==> src/rtl/relu_out_packer.sv <==
// Packs a stream of activation bytes into little-endian 32-bit words with
// per-lane keep and frame-last marking, buffered through a 2-entry output FIFO.
module relu_out_packer #(
    parameter int FRAME_BYTES = 1024,
    parameter int CNT_W       = 16
) (
    input  logic        ap_clk,
    input  logic        ap_rst_n,
    input  logic [7:0]  reluRes_V_V_TDATA,
    input  logic        reluRes_V_V_TVALID,
    output logic        reluRes_V_V_TREADY,
    output logic [31:0] OutDMA_V_V_TDATA,
    output logic [3:0]  OutDMA_V_V_TKEEP,
    output logic        OutDMA_V_V_TLAST,
    output logic        OutDMA_V_V_TVALID,
    input  logic        OutDMA_V_V_TREADY,
    output logic        frame_done
);
    localparam logic [CNT_W-1:0] LAST_IDX = CNT_W'(FRAME_BYTES - 1);

    logic [CNT_W-1:0] byte_cnt_reg;
    logic [1:0]       lane_reg;
    logic [23:0]      pack_reg;
    logic             ready_en_reg;
    logic [1:0]       count_reg;
    logic             wr_ptr_reg;
    logic             rd_ptr_reg;
    logic             frame_done_reg;

    logic        frame_end;
    logic        word_end;
    logic        in_fire;
    logic        push;
    logic        pop;
    logic [31:0] word_data;
    logic [3:0]  word_keep;

    assign frame_end = (byte_cnt_reg == LAST_IDX);
    assign word_end  = (lane_reg == 2'd3) || frame_end;

    // A byte that only fills the packing register never needs FIFO space.
    assign reluRes_V_V_TREADY = ready_en_reg && (!word_end || (count_reg < 2'd2));
    assign in_fire = reluRes_V_V_TVALID && reluRes_V_V_TREADY;
    assign push    = in_fire && word_end;
    assign pop     = OutDMA_V_V_TVALID && OutDMA_V_V_TREADY;

    // Lanes above the current one are still zero in pack_reg, so OR-in is safe.
    assign word_data = {8'd0, pack_reg} | ({24'd0, reluRes_V_V_TDATA} << {lane_reg, 3'b000});

    always_comb begin
        word_keep = 4'b0001;
        case (lane_reg)
            2'd0:    word_keep = 4'b0001;
            2'd1:    word_keep = 4'b0011;
            2'd2:    word_keep = 4'b0111;
            default: word_keep = 4'b1111;
        endcase
    end

    always_ff @(posedge ap_clk or negedge ap_rst_n) begin
        if (!ap_rst_n) begin
            byte_cnt_reg   <= '0;
            lane_reg       <= 2'd0;
            pack_reg       <= 24'd0;
            ready_en_reg   <= 1'b0;
            count_reg      <= 2'd0;
            wr_ptr_reg     <= 1'b0;
            rd_ptr_reg     <= 1'b0;
            frame_done_reg <= 1'b0;
        end else begin
            ready_en_reg   <= 1'b1;
            frame_done_reg <= pop && OutDMA_V_V_TLAST;
            if (in_fire) begin
                byte_cnt_reg <= frame_end ? '0 : byte_cnt_reg + CNT_W'(1);
                if (word_end) begin
                    lane_reg <= 2'd0;
                    pack_reg <= 24'd0;
                end else begin
                    lane_reg <= lane_reg + 2'd1;
                    pack_reg <= word_data[23:0];
                end
            end
            if (push) wr_ptr_reg <= ~wr_ptr_reg;
            if (pop)  rd_ptr_reg <= ~rd_ptr_reg;
            case ({push, pop})
                2'b10:   count_reg <= count_reg + 2'd1;
                2'b01:   count_reg <= count_reg - 2'd1;
                default: count_reg <= count_reg;
            endcase
        end
    end

    for (genvar gi = 0; gi < 2; gi++) begin : g_fifo
        logic [31:0] data_reg;
        logic [3:0]  keep_reg;
        logic        last_reg;

        always_ff @(posedge ap_clk or negedge ap_rst_n) begin
            if (!ap_rst_n) begin
                data_reg <= 32'd0;
                keep_reg <= 4'd0;
                last_reg <= 1'b0;
            end else if (push && (wr_ptr_reg == 1'(gi))) begin
                data_reg <= word_data;
                keep_reg <= word_keep;
                last_reg <= frame_end;
            end
        end
    end

    assign OutDMA_V_V_TDATA  = rd_ptr_reg ? g_fifo[1].data_reg : g_fifo[0].data_reg;
    assign OutDMA_V_V_TKEEP  = rd_ptr_reg ? g_fifo[1].keep_reg : g_fifo[0].keep_reg;
    assign OutDMA_V_V_TLAST  = rd_ptr_reg ? g_fifo[1].last_reg : g_fifo[0].last_reg;
    assign OutDMA_V_V_TVALID = (count_reg != 2'd0);
    assign frame_done        = frame_done_reg;

endmodule

==> config.mk <==
export PLATFORM = sky130hd
export DESIGN_NAME = relu_out_packer
export DESIGN_NICKNAME = d
export VERILOG_FILES = /design/src/rtl/relu_out_packer.sv
export SDC_FILE = /design/constraint.sdc
export NUM_CORES = 1
export LEC_CHECK = 0
export ABC_AREA = 0
export BUFFER_PORTS_ARGS = -buffer_cell sky130_fd_sc_hd__buf_2
export CORE_AREA = 4 4 107 88
export CTS_BUF_LIST = sky130_fd_sc_hd__clkbuf_8
export CTS_CLUSTER_DIAMETER = 40
export DETAILED_ROUTE_END_ITERATION = 8
export DIE_AREA = 0 0 111 92
export PLACE_DENSITY = 0.95
export SKIP_CTS_REPAIR_TIMING = 1
export SYNTH_ARGS = -nofsm -noshare
export SYNTH_HDL_FRONTEND = slang
export SYNTH_SLANG_ARGS = --single-unit
==> constraint.sdc <==
create_clock -name ap_clk -period 4.9 [get_ports ap_clk]
set_input_delay 0.735 -clock ap_clk [delete_from_list [all_inputs] [get_ports ap_clk]]
set_output_delay 0.735 -clock ap_clk [all_outputs]
set_load 0.1 [all_outputs]
# Word level (Yosys, flattened, before mapping)
# Cells that the tools add are included.
[classes] bitwise_logic=3 reduce_logical=13 shift=1 add_sub_neg=4 n_eq_ne=6 magnitude_cmp=1 muxes=8
[ops] op="32-bit two-way mux" count=1
[ops] op="24-bit by 32-bit OR with 32-bit output" count=1
[ops] op="8-bit by 5-bit left shift with 32-bit output" count=1
[ops] op="24-bit two-way mux" count=1
[ops] op="16-bit by 1-bit adder with 16-bit output, second input constant" count=1
[ops] op="16-bit by 10-bit equality test with 1-bit output, second input constant" count=1
[ops] op="16-bit two-way mux" count=1
[ops] op="4-bit case mux with 3 select lines" count=1
[ops] op="1-bit logical AND" count=7
[ops] op="2-bit equality test, second input constant" count=3
[ops] op="2-bit by 1-bit adder with 2-bit output, second input constant" count=2
[ops] op="2-bit by 1-bit equality test with 1-bit output, second input constant" count=2
[ops] op="4-bit two-way mux" count=1
[ops] op="2-bit case mux with 2 select lines" count=1
[ops] op="2-bit nonzero test" count=2
[ops] op="2-bit zero test" count=1
[ops] op="1-bit logical OR" count=2
[ops] op="2-bit less-than comparator, second input constant" count=1
[ops] op="2-bit two-way mux" count=1
[ops] op="1-bit inverter" count=2
[ops] op="2-bit by 1-bit subtractor with 2-bit output, second input constant" count=1
[ops] op="1-bit zero test" count=1
[ops] op="1-bit two-way mux" count=1
[word_totals] wordCells=50 ff_bits=122 inputBits=12 output_inout_bits=40

# Depth between registers and ports, before layout
# Gate-level depths: netlist of run 1.
[depth] depth_word=9 depth_mapped=10 depth_no_buf=8

# Worst setup path before layout of run 1
# OpenSTA, ideal clock, no wires.
[synth_timing] path_type="reg2out" start="reg byte_cnt_reg[0]" end="out reluRes_V_V_TREADY" arrival_ps=2010 required_ps=4165 setup_slack_ps=2155 path_stages_with_launch=7 path_buffers=1 cell_sequence="dfrtp_1 ha_1 nor4bb_1 and4_4 buf_6 o21ai_0 and2_1"
[synth_between] elab_chain_cells=5
[synth_lines] item="from (decl)" line_no="21" source="logic [CNT_W-1:0] byte_cnt_reg;"
[synth_lines] item="from (signal assigned)" line_no="74" source="byte_cnt_reg <= frame_end ? '0 : byte_cnt_reg + CNT_W'(1);"
[synth_lines] item="16-bit by 10-bit equality test with 1-bit output" line_no="38" source="assign frame_end = (byte_cnt_reg == LAST_IDX);"
[synth_lines] item="1-bit logical OR" line_no="39" source="assign word_end = (lane_reg == 2'd3) || frame_end;"
[synth_lines] item="1-bit zero test" line_no="42" source="assign reluRes_V_V_TREADY = ready_en_reg && (!word_end || (count_reg < 2'd2));"
[synth_lines] item="1-bit logical OR" line_no="42"
[synth_lines] item="1-bit logical AND" line_no="42"
[synth_lines] item="to (decl)" line_no="11" source="output logic reluRes_V_V_TREADY,"
# Every way passes these cells.

# Worst setup path in the final report of run 1
[layout_timing] start="reg rd_ptr_reg" end="out OutDMA_V_V_TDATA[5]"
[layout_between] elab_chain_cells=1
[layout_lines] item="from (decl)" line_no="27" source="logic rd_ptr_reg;"
[layout_lines] item="from (signal assigned)" line_no="84" source="if (pop) rd_ptr_reg <= ~rd_ptr_reg;"
[layout_lines] item="32-bit two-way mux" line_no="111" source="assign OutDMA_V_V_TDATA = rd_ptr_reg ? g_fifo[1].data_reg : g_fifo[0].data_reg;"
[layout_lines] item="to (decl)" line_no="12" source="output logic [31:0] OutDMA_V_V_TDATA,"
# Every way passes these cells.

==> results.py, run 1 <==
metrics = {
    "power": {
        "peakVddDrop_v": 0.000595,
        "seqPwrFrac": 0.352,
        "power.switching_mw": 2.26,
        "clkPwrFrac": 0.199,
        "finalPower_mw": 4.61,
        "p_per_area_nw_per_um2": 752,
        "p_sw_frac": 0.490,
        "p_int_mw": 2.35,
        "power.leakage_nw": 3.03,
        "comb_power_share": 0.450,
    },
    "global_route": {
        "first_global_vias": 4225,
        "grt_pass1_wl_mm": 20.9,
        "grt_max_degree": 80,
        "antenna_found_initial": 0,
        "grt.overflow.total": 0,
        "grt.total_usage": 0.257,
    },
    "routing": {
        "dr.pass1.iters": 6,
        "wl_met3_um": 933,
        "viasPerCell": 6.01,
        "wl_met1_mm": 5.15,
        "highest_layer": "met4",
        "drc": 0,
        "post_drt_wl_per_cell_um": 18.3,
        "routed_wirelength_mm": 12.3,
        "drt_iter0_drc": 436,
        "dr_wl_met2_mm": 6.04,
        "ant_nets": 0,
        "vias": 4048,
    },
    "setup_path": {
        "end_kind": "output port",
        "rr_startpoint": "byte_cnt_reg[0]$_DFFE_PN0P_",
        "crit_arrival_ps": 2540,
        "cp-startpoint": "rd_ptr_reg$_DFFE_PN0P_",
        "worstSetupStartpointType": "register",
        "crit_chain": "buf_4, mux2_2, buf_2",
        "cp.required_ps": 4160,
        "crit_slowest_cell": "dfrtp_1",
        "crit_path_max_fanout": 24,
        "critPathMaxStageDelay_ps": 1030,
        "path_class": "register to output port",
    },
    "clocking": {
        "cts-buffers-inserted": 17,
        "clk_pin_slew_worst_paths_ps": 80,
        "cts_tree": "built",
        "clock-sinks": 122,
        "worst_skew_pair.late_latency_ps": 430,
        "cts_max_path_buffers": 2,
        "cts-root-buf": "clkbuf_8",
        "htreeDepth": 4,
    },
    "yosys": {
        "ys_seq_area_frac": 0.565,
        "yosys-top-cells-area": "dfrtp_1 (56%), mux2_2 (7.7%), nand2_1 (5.6%), o21ai_0 (4.2%), and3_1 (3.6%)",
        "synthMostInstantiatedCell": "dfrtp_1",
        "synth-edff-count": 0,
        "syn_nets": 520,
        "yosys.area.top_type_share": 0.565,
        "yosysTopAreaCell": "dfrtp_1",
        "netlist_area_um2": 5400,
        "synthArstFlopShare": 1.00,
        "syn_inst": 503,
        "yosysWarningCount": 0,
        "synth.avg_cell_area_um2": 10.7,
        "yosys_register_bits": 122,
        "synth_flop_cell": "dfrtp_1",
        "yosysUniqueCellTypes": 35,
        "synthTopCellsByCount": "dfrtp_1 (122), nand2_1 (81), o21ai_0 (45)",
    },
    "floorplan": {
        "coreArea_um2": 8370,
        "dieHeight_um": 92,
        "dieWidth_um": 111,
        "io_pins": 52,
        "rows": 30,
        "dieArea_um2": 10200,
        "start_util": 0.646,
    },
    "layout": {
        "layout-drive-gt1-share": 0.238,
        "fin_util": 0.733,
        "n_fill_cell": 561,
        "largest_reg_flops": 64,
        "final_area_um2": 6130,
        "n_antenna_cell": 0,
        "nets": 566,
        "synthToLayoutAreaGrowth_pct": 13.5,
    },
    "timing": {
        "fin_setup_tns_ps": 0,
        "fmax_mhz": 306,
        "rsz0062_at_grt": "no",
        "hold_viol": 0,
        "finalClockSkew_ps": 16.0,
        "max-slew-margin-rel": 0.0920,
        "setup_viol_count_final": 0,
        "period_needed_ps": 3270,
        "timing.hold.ws_ps": 450,
        "worst_slew_pin_slew_ps": 1360,
        "drv_slew": 0,
        "fin_crit_sh": 0.667,
    },
    "run": {
        "max_cap_viol_count": 0,
    },
    "place": {
        "hpwlAfterDp_mm": 7.74,
        "gp_congestion": 0.833,
        "dpl-instance-area_um2": 5720,
        "io_buffer_count": 51,
    },
    "outcome": {
        "outcome": "finished, final reports clean",
    },
    "hold_path": {
        "hold_class": "input port to asynchronous set/reset pin",
    },
}
[layout by cell type (no fill, tap or decap), drive strengths merged, types with 10 or more instances in the layout]
| cell type | n |
|---|---|
| and3 | 31 |
| a22o | 14 |
| o21a | 24 |
| o21ai | 59 |
| xnor2 | 11 |
| nand2 | 81 |
| mux2 | 37 |
| nand4 | 10 |
| clkbuf | 20 |
| a21oi | 27 |
| nor3 | 10 |
| nor2 | 10 |
| buf | 56 |
| dfrtp | 122 |
[area by class of cell]
cell class | count | area [um2] | area share
flip-flops and latches | 122 | 3050 | 0.498
repair buffers | 56 | 295 | 0.0482
clock buffers | 20 | 275 | 0.0449
multi-input cells | 346 | 2210 | 0.360
inverters | 6 | 22.5 | 0.00367
clock inverters | 12 | 139 | 0.0226
well taps | 112 | 140 | 0.0229
[metal layers]
| metal | GRT usage | vias to the layer above |
|---|---|---|
| met3 | 0.0772 | 23 |
| met1 | 0.336 | 1992 |
| met2 | 0.416 | 175 |
| li1 | - | 1858 |
| met5 | 0 | - |
| met4 | 0.0821 | 0 |
[critical path: cells and delay by family (launching register included)]
family	cells	cell delay (ps)
buf+inv	2	680
flops	1	1030
mux	1	370
[logic make-up after synthesis]
| logic type | Yosys count | synth area share |
|---|---|---|
| compound gates | 127 | 0.143 |
| xor+xnor | 13 | 0.0211 |
| fa+ha+maj | 5 | 0.0116 |
| buf+inv | 35 | 0.0294 |
| flops | 122 | 0.565 |
| mux | 41 | 0.0845 |
| other cells | 1 | 0.000694 |
| simple gates | 159 | 0.145 |
[final timing paths]
check | endpoint | slack [ps] | cells past startpoint
min in group ap_clk | g_fifo[1].keep_reg[0]$_DFFE_PN0P_ | 470 | 1
worst max register to register | byte_cnt_reg[5]$_DFFE_PN0P_ | 2200 | 6
max in group asynchronous | pack_reg[22]$_DFFE_PN0P_ | 3290 | 2
worst min-delay path | g_fifo[0].keep_reg[0]$_DFFE_PN0P_ | 450 | 1
worst max-delay path | OutDMA_V_V_TDATA[5] | 1630 | 3
worst min register to register | g_fifo[1].keep_reg[0]$_DFFE_PN0P_ | 470 | 1
[through the flow]
| stage | std cells | worst slack [ps] |
|---|---|---|
| 2_1_floorplan | 503 | 2150 |
| 3_3_place_gp | 642 | 2140 |
| 3_5_place_dp | 642 | 2100 |
| 4_1_cts | 674 | 1610 |
| 5_1_grt | 674 | 1490 |
| 6_report | 674 | 1630 |
[power by group through the flow]
| stage | combinational (mW) | sequential (mW) | clock (mW) |
|---|---|---|---|
| detailed placement | 2.06 | 1.62 | 0 |
| global route | 2.19 | 1.66 | 0.977 |
| CTS | 2.08 | 1.62 | 0.921 |
| floorplan | 1.79 | 1.51 | 0 |
| global placement | 1.99 | 1.59 | 0 |
| finish | 2.07 | 1.62 | 0.916 |
Power figures use the tool's default switching activity.
==> run 2, diff against run 1 <==
CORE_AREA = 4 4 111 92   (was 4 4 107 88)
DIE_AREA = 0 0 115 96   (was 0 0 111 92)
PLACE_DENSITY = 0.9   (was 0.95)
clock period = 3.3 ns   (was 4.9 ns; I/O delays follow)
==> run 2 against run 1 <==
First-iteration DRC count increased by 17%. Setup slack worse by 1300 ps. Sequential share of layout area up 0.061 points. Core utilization fell by 5.2 points. Clock-buffer cell count decreased by 2. Sequential power is 46% higher. Non-clock buffer count increased by 1. Highest routed layer unchanged. Register-to-register slack got worse by 1500 ps. Global-route usage is 2.8 points lower.
==> results.py, run 2 (synthesis gave the netlist of run 1 again) <==
metrics = {
    "power": {
        "power.switching_mw": 3.32,
        "clkPwrFrac": 0.183,
        "p_per_area_nw_per_um2": 1090,
        "peakVddDrop_v": 0.000750,
        "power.leakage_nw": 3.03,
        "comb_power_share": 0.463,
        "seqPwrFrac": 0.354,
        "p_sw_frac": 0.495,
        "p_int_mw": 3.38,
    },
    "place": {
        "gp_congestion": 0.840,
        "post-place-cells": 646,
        "io_buffer_count": 51,
        "hpwlAfterDp_mm": 7.74,
    },
    "layout": {
        "layout-drive-gt1-share": 0.240,
        "final_cell_mix": "dfrtp_1 (122), nand2_1 (81), buf_2 (50), o21ai_0 (45), mux2_2 (37)",
        "largest_reg_flops": 64,
        "fin_cells": 678,
        "n_fill_cell": 623,
        "n_antenna_cell": 0,
        "synthToLayoutAreaGrowth_pct": 13.3,
        "nets": 567,
        "final_common_cell": "dfrtp_1",
    },
    "timing": {
        "fin_crit_sh": 0.913,
        "finalClockSkew_ps": 11.0,
        "worst_slew_pin_slew_ps": 901,
        "drv_slew": 0,
        "rsz0062_at_grt": "no",
        "fmax_mhz": 332,
        "hold_viol": 0,
        "max-slew-margin-rel": 0.397,
        "setup_viol_count_final": 0,
        "fin_setup_tns_ps": 0,
        "period_needed_ps": 3010,
    },
    "routing": {
        "dr.pass1.iters": 5,
        "drt_iter0_drc": 512,
        "post_drt_wl_per_cell_um": 17.3,
        "ant_nets": 0,
        "drc": 0,
        "viasPerCell": 5.94,
        "routed_wirelength_mm": 11.7,
        "vias": 4027,
    },
    "global_route": {
        "grt.overflow.total": 0,
        "first_global_vias": 4043,
        "grt_pass1_wl_mm": 19.6,
        "grt.total_usage": 0.229,
        "grt_max_degree": 73,
        "antenna_found_initial": 0,
    },
    "setup_path": {
        "cp-startpoint": "byte_cnt_reg[1]$_DFFE_PN0P_",
        "crit_chain": "ha_1, nor4bb_1, and4_4, o21ai_0, and2_1, buf_2",
        "crit_arrival_ps": 2520,
        "crit_slowest_cell": "nor4bb_1",
        "path_class": "register to output port",
        "critPathMaxStageDelay_ps": 440,
        "worstSetupStartpointType": "register",
        "end_kind": "output port",
        "timing.critical_path.buf_inv": 1,
        "path_delay_family": "simple AND/OR/NAND/NOR gates",
        "rr_startpoint": "byte_cnt_reg[1]$_DFFE_PN0P_",
        "cp.required_ps": 2800,
        "crit_path_max_fanout": 13,
    },
    "floorplan": {
        "coreArea_um2": 9000,
        "dieWidth_um": 115,
        "dieHeight_um": 96,
        "rows": 31,
        "dieArea_um2": 11000,
        "io_pins": 52,
        "start_util": 0.601,
    },
    "run": {
        "max_cap_viol_count": 0,
    },
    "clocking": {
        "cts_max_path_buffers": 2,
        "htreeDepth": 4,
        "clk_pin_slew_worst_paths_ps": 80,
        "worst_skew_pair.late_latency_ps": 430,
        "cts_tree": "built",
        "clock-sinks": 122,
        "cts-root-buf": "clkbuf_8",
        "cts-buffers-inserted": 17,
    },
    "outcome": {
        "outcome": "finished, final reports clean",
    },
    "hold_path": {
        "hold_class": "input port to asynchronous set/reset pin",
    },
}
run 2: final cells by class:
type | instances | area, um2 | area share
timing repair buffer | 57 | 328 | 0.0535
clock inverter | 14 | 123 | 0.0200
inverter | 6 | 22.5 | 0.00368
tap | 115 | 144 | 0.0235
sequential | 122 | 3050 | 0.498
clock buffer | 18 | 248 | 0.0404
multi-input combinational | 346 | 2210 | 0.360
run 2: per-stage QoR:
step | hold WS [ps] | cell area [um2] | power, mW | utilization | worst slack [ps]
floorplan | 199 | 5400 | 4.90 | - | 795
global placement | 445 | 5750 | 5.37 | 0.639 | 910
detailed placement | 455 | 5750 | 5.49 | 0.639 | 778
CTS | 91.3 | 6120 | 6.74 | 0.681 | 300
global route | 104 | 6120 | 7.05 | 0.681 | 108
finish | 87.2 | 6120 | 6.70 | 0.681 | 286
run 2: path summary, 6_finish.rpt:
| kind | endpoint | slack [ps] | cells past startpoint |
|---|---|---|---|
| max | reluRes_V_V_TREADY | 290 | 6 |
| min | g_fifo[0].keep_reg[0]$_DFFE_PN0P_ | 90 | 1 |
| max reg2reg | g_fifo[1].data_reg[26]$_DFFE_PN0P_ | 700 | 7 |
| min reg2reg | byte_cnt_reg[9]$_DFFE_PN0P_ | 470 | 1 |
| max in group asynchronous | g_fifo[1].data_reg[9]$_DFFE_PN0P_ | 2420 | 2 |
| min in group ap_clk | frame_done$_DFF_PN0_ | 310 | 2 |
run 2: metal layers:
metal	up-vias	global-route usage	wire length [um]
met1	2014	0.299	5020
met2	129	0.364	5650
met3	17	0.0867	902
met4	0	0.0616	142
li1	1867	-	-
met5	-	0	0
run 2: power groups by stage:
| stage | logic, mW | clock network (mW) | registers (mW) |
|---|---|---|---|
| final | 3.10 | 1.23 | 2.37 |
| after global routing | 3.29 | 1.33 | 2.43 |
| after floorplan | 2.66 | 0 | 2.24 |
| after CTS | 3.12 | 1.25 | 2.36 |
| after global placement | 3.02 | 0 | 2.34 |
| after detailed placement | 3.11 | 0 | 2.39 |
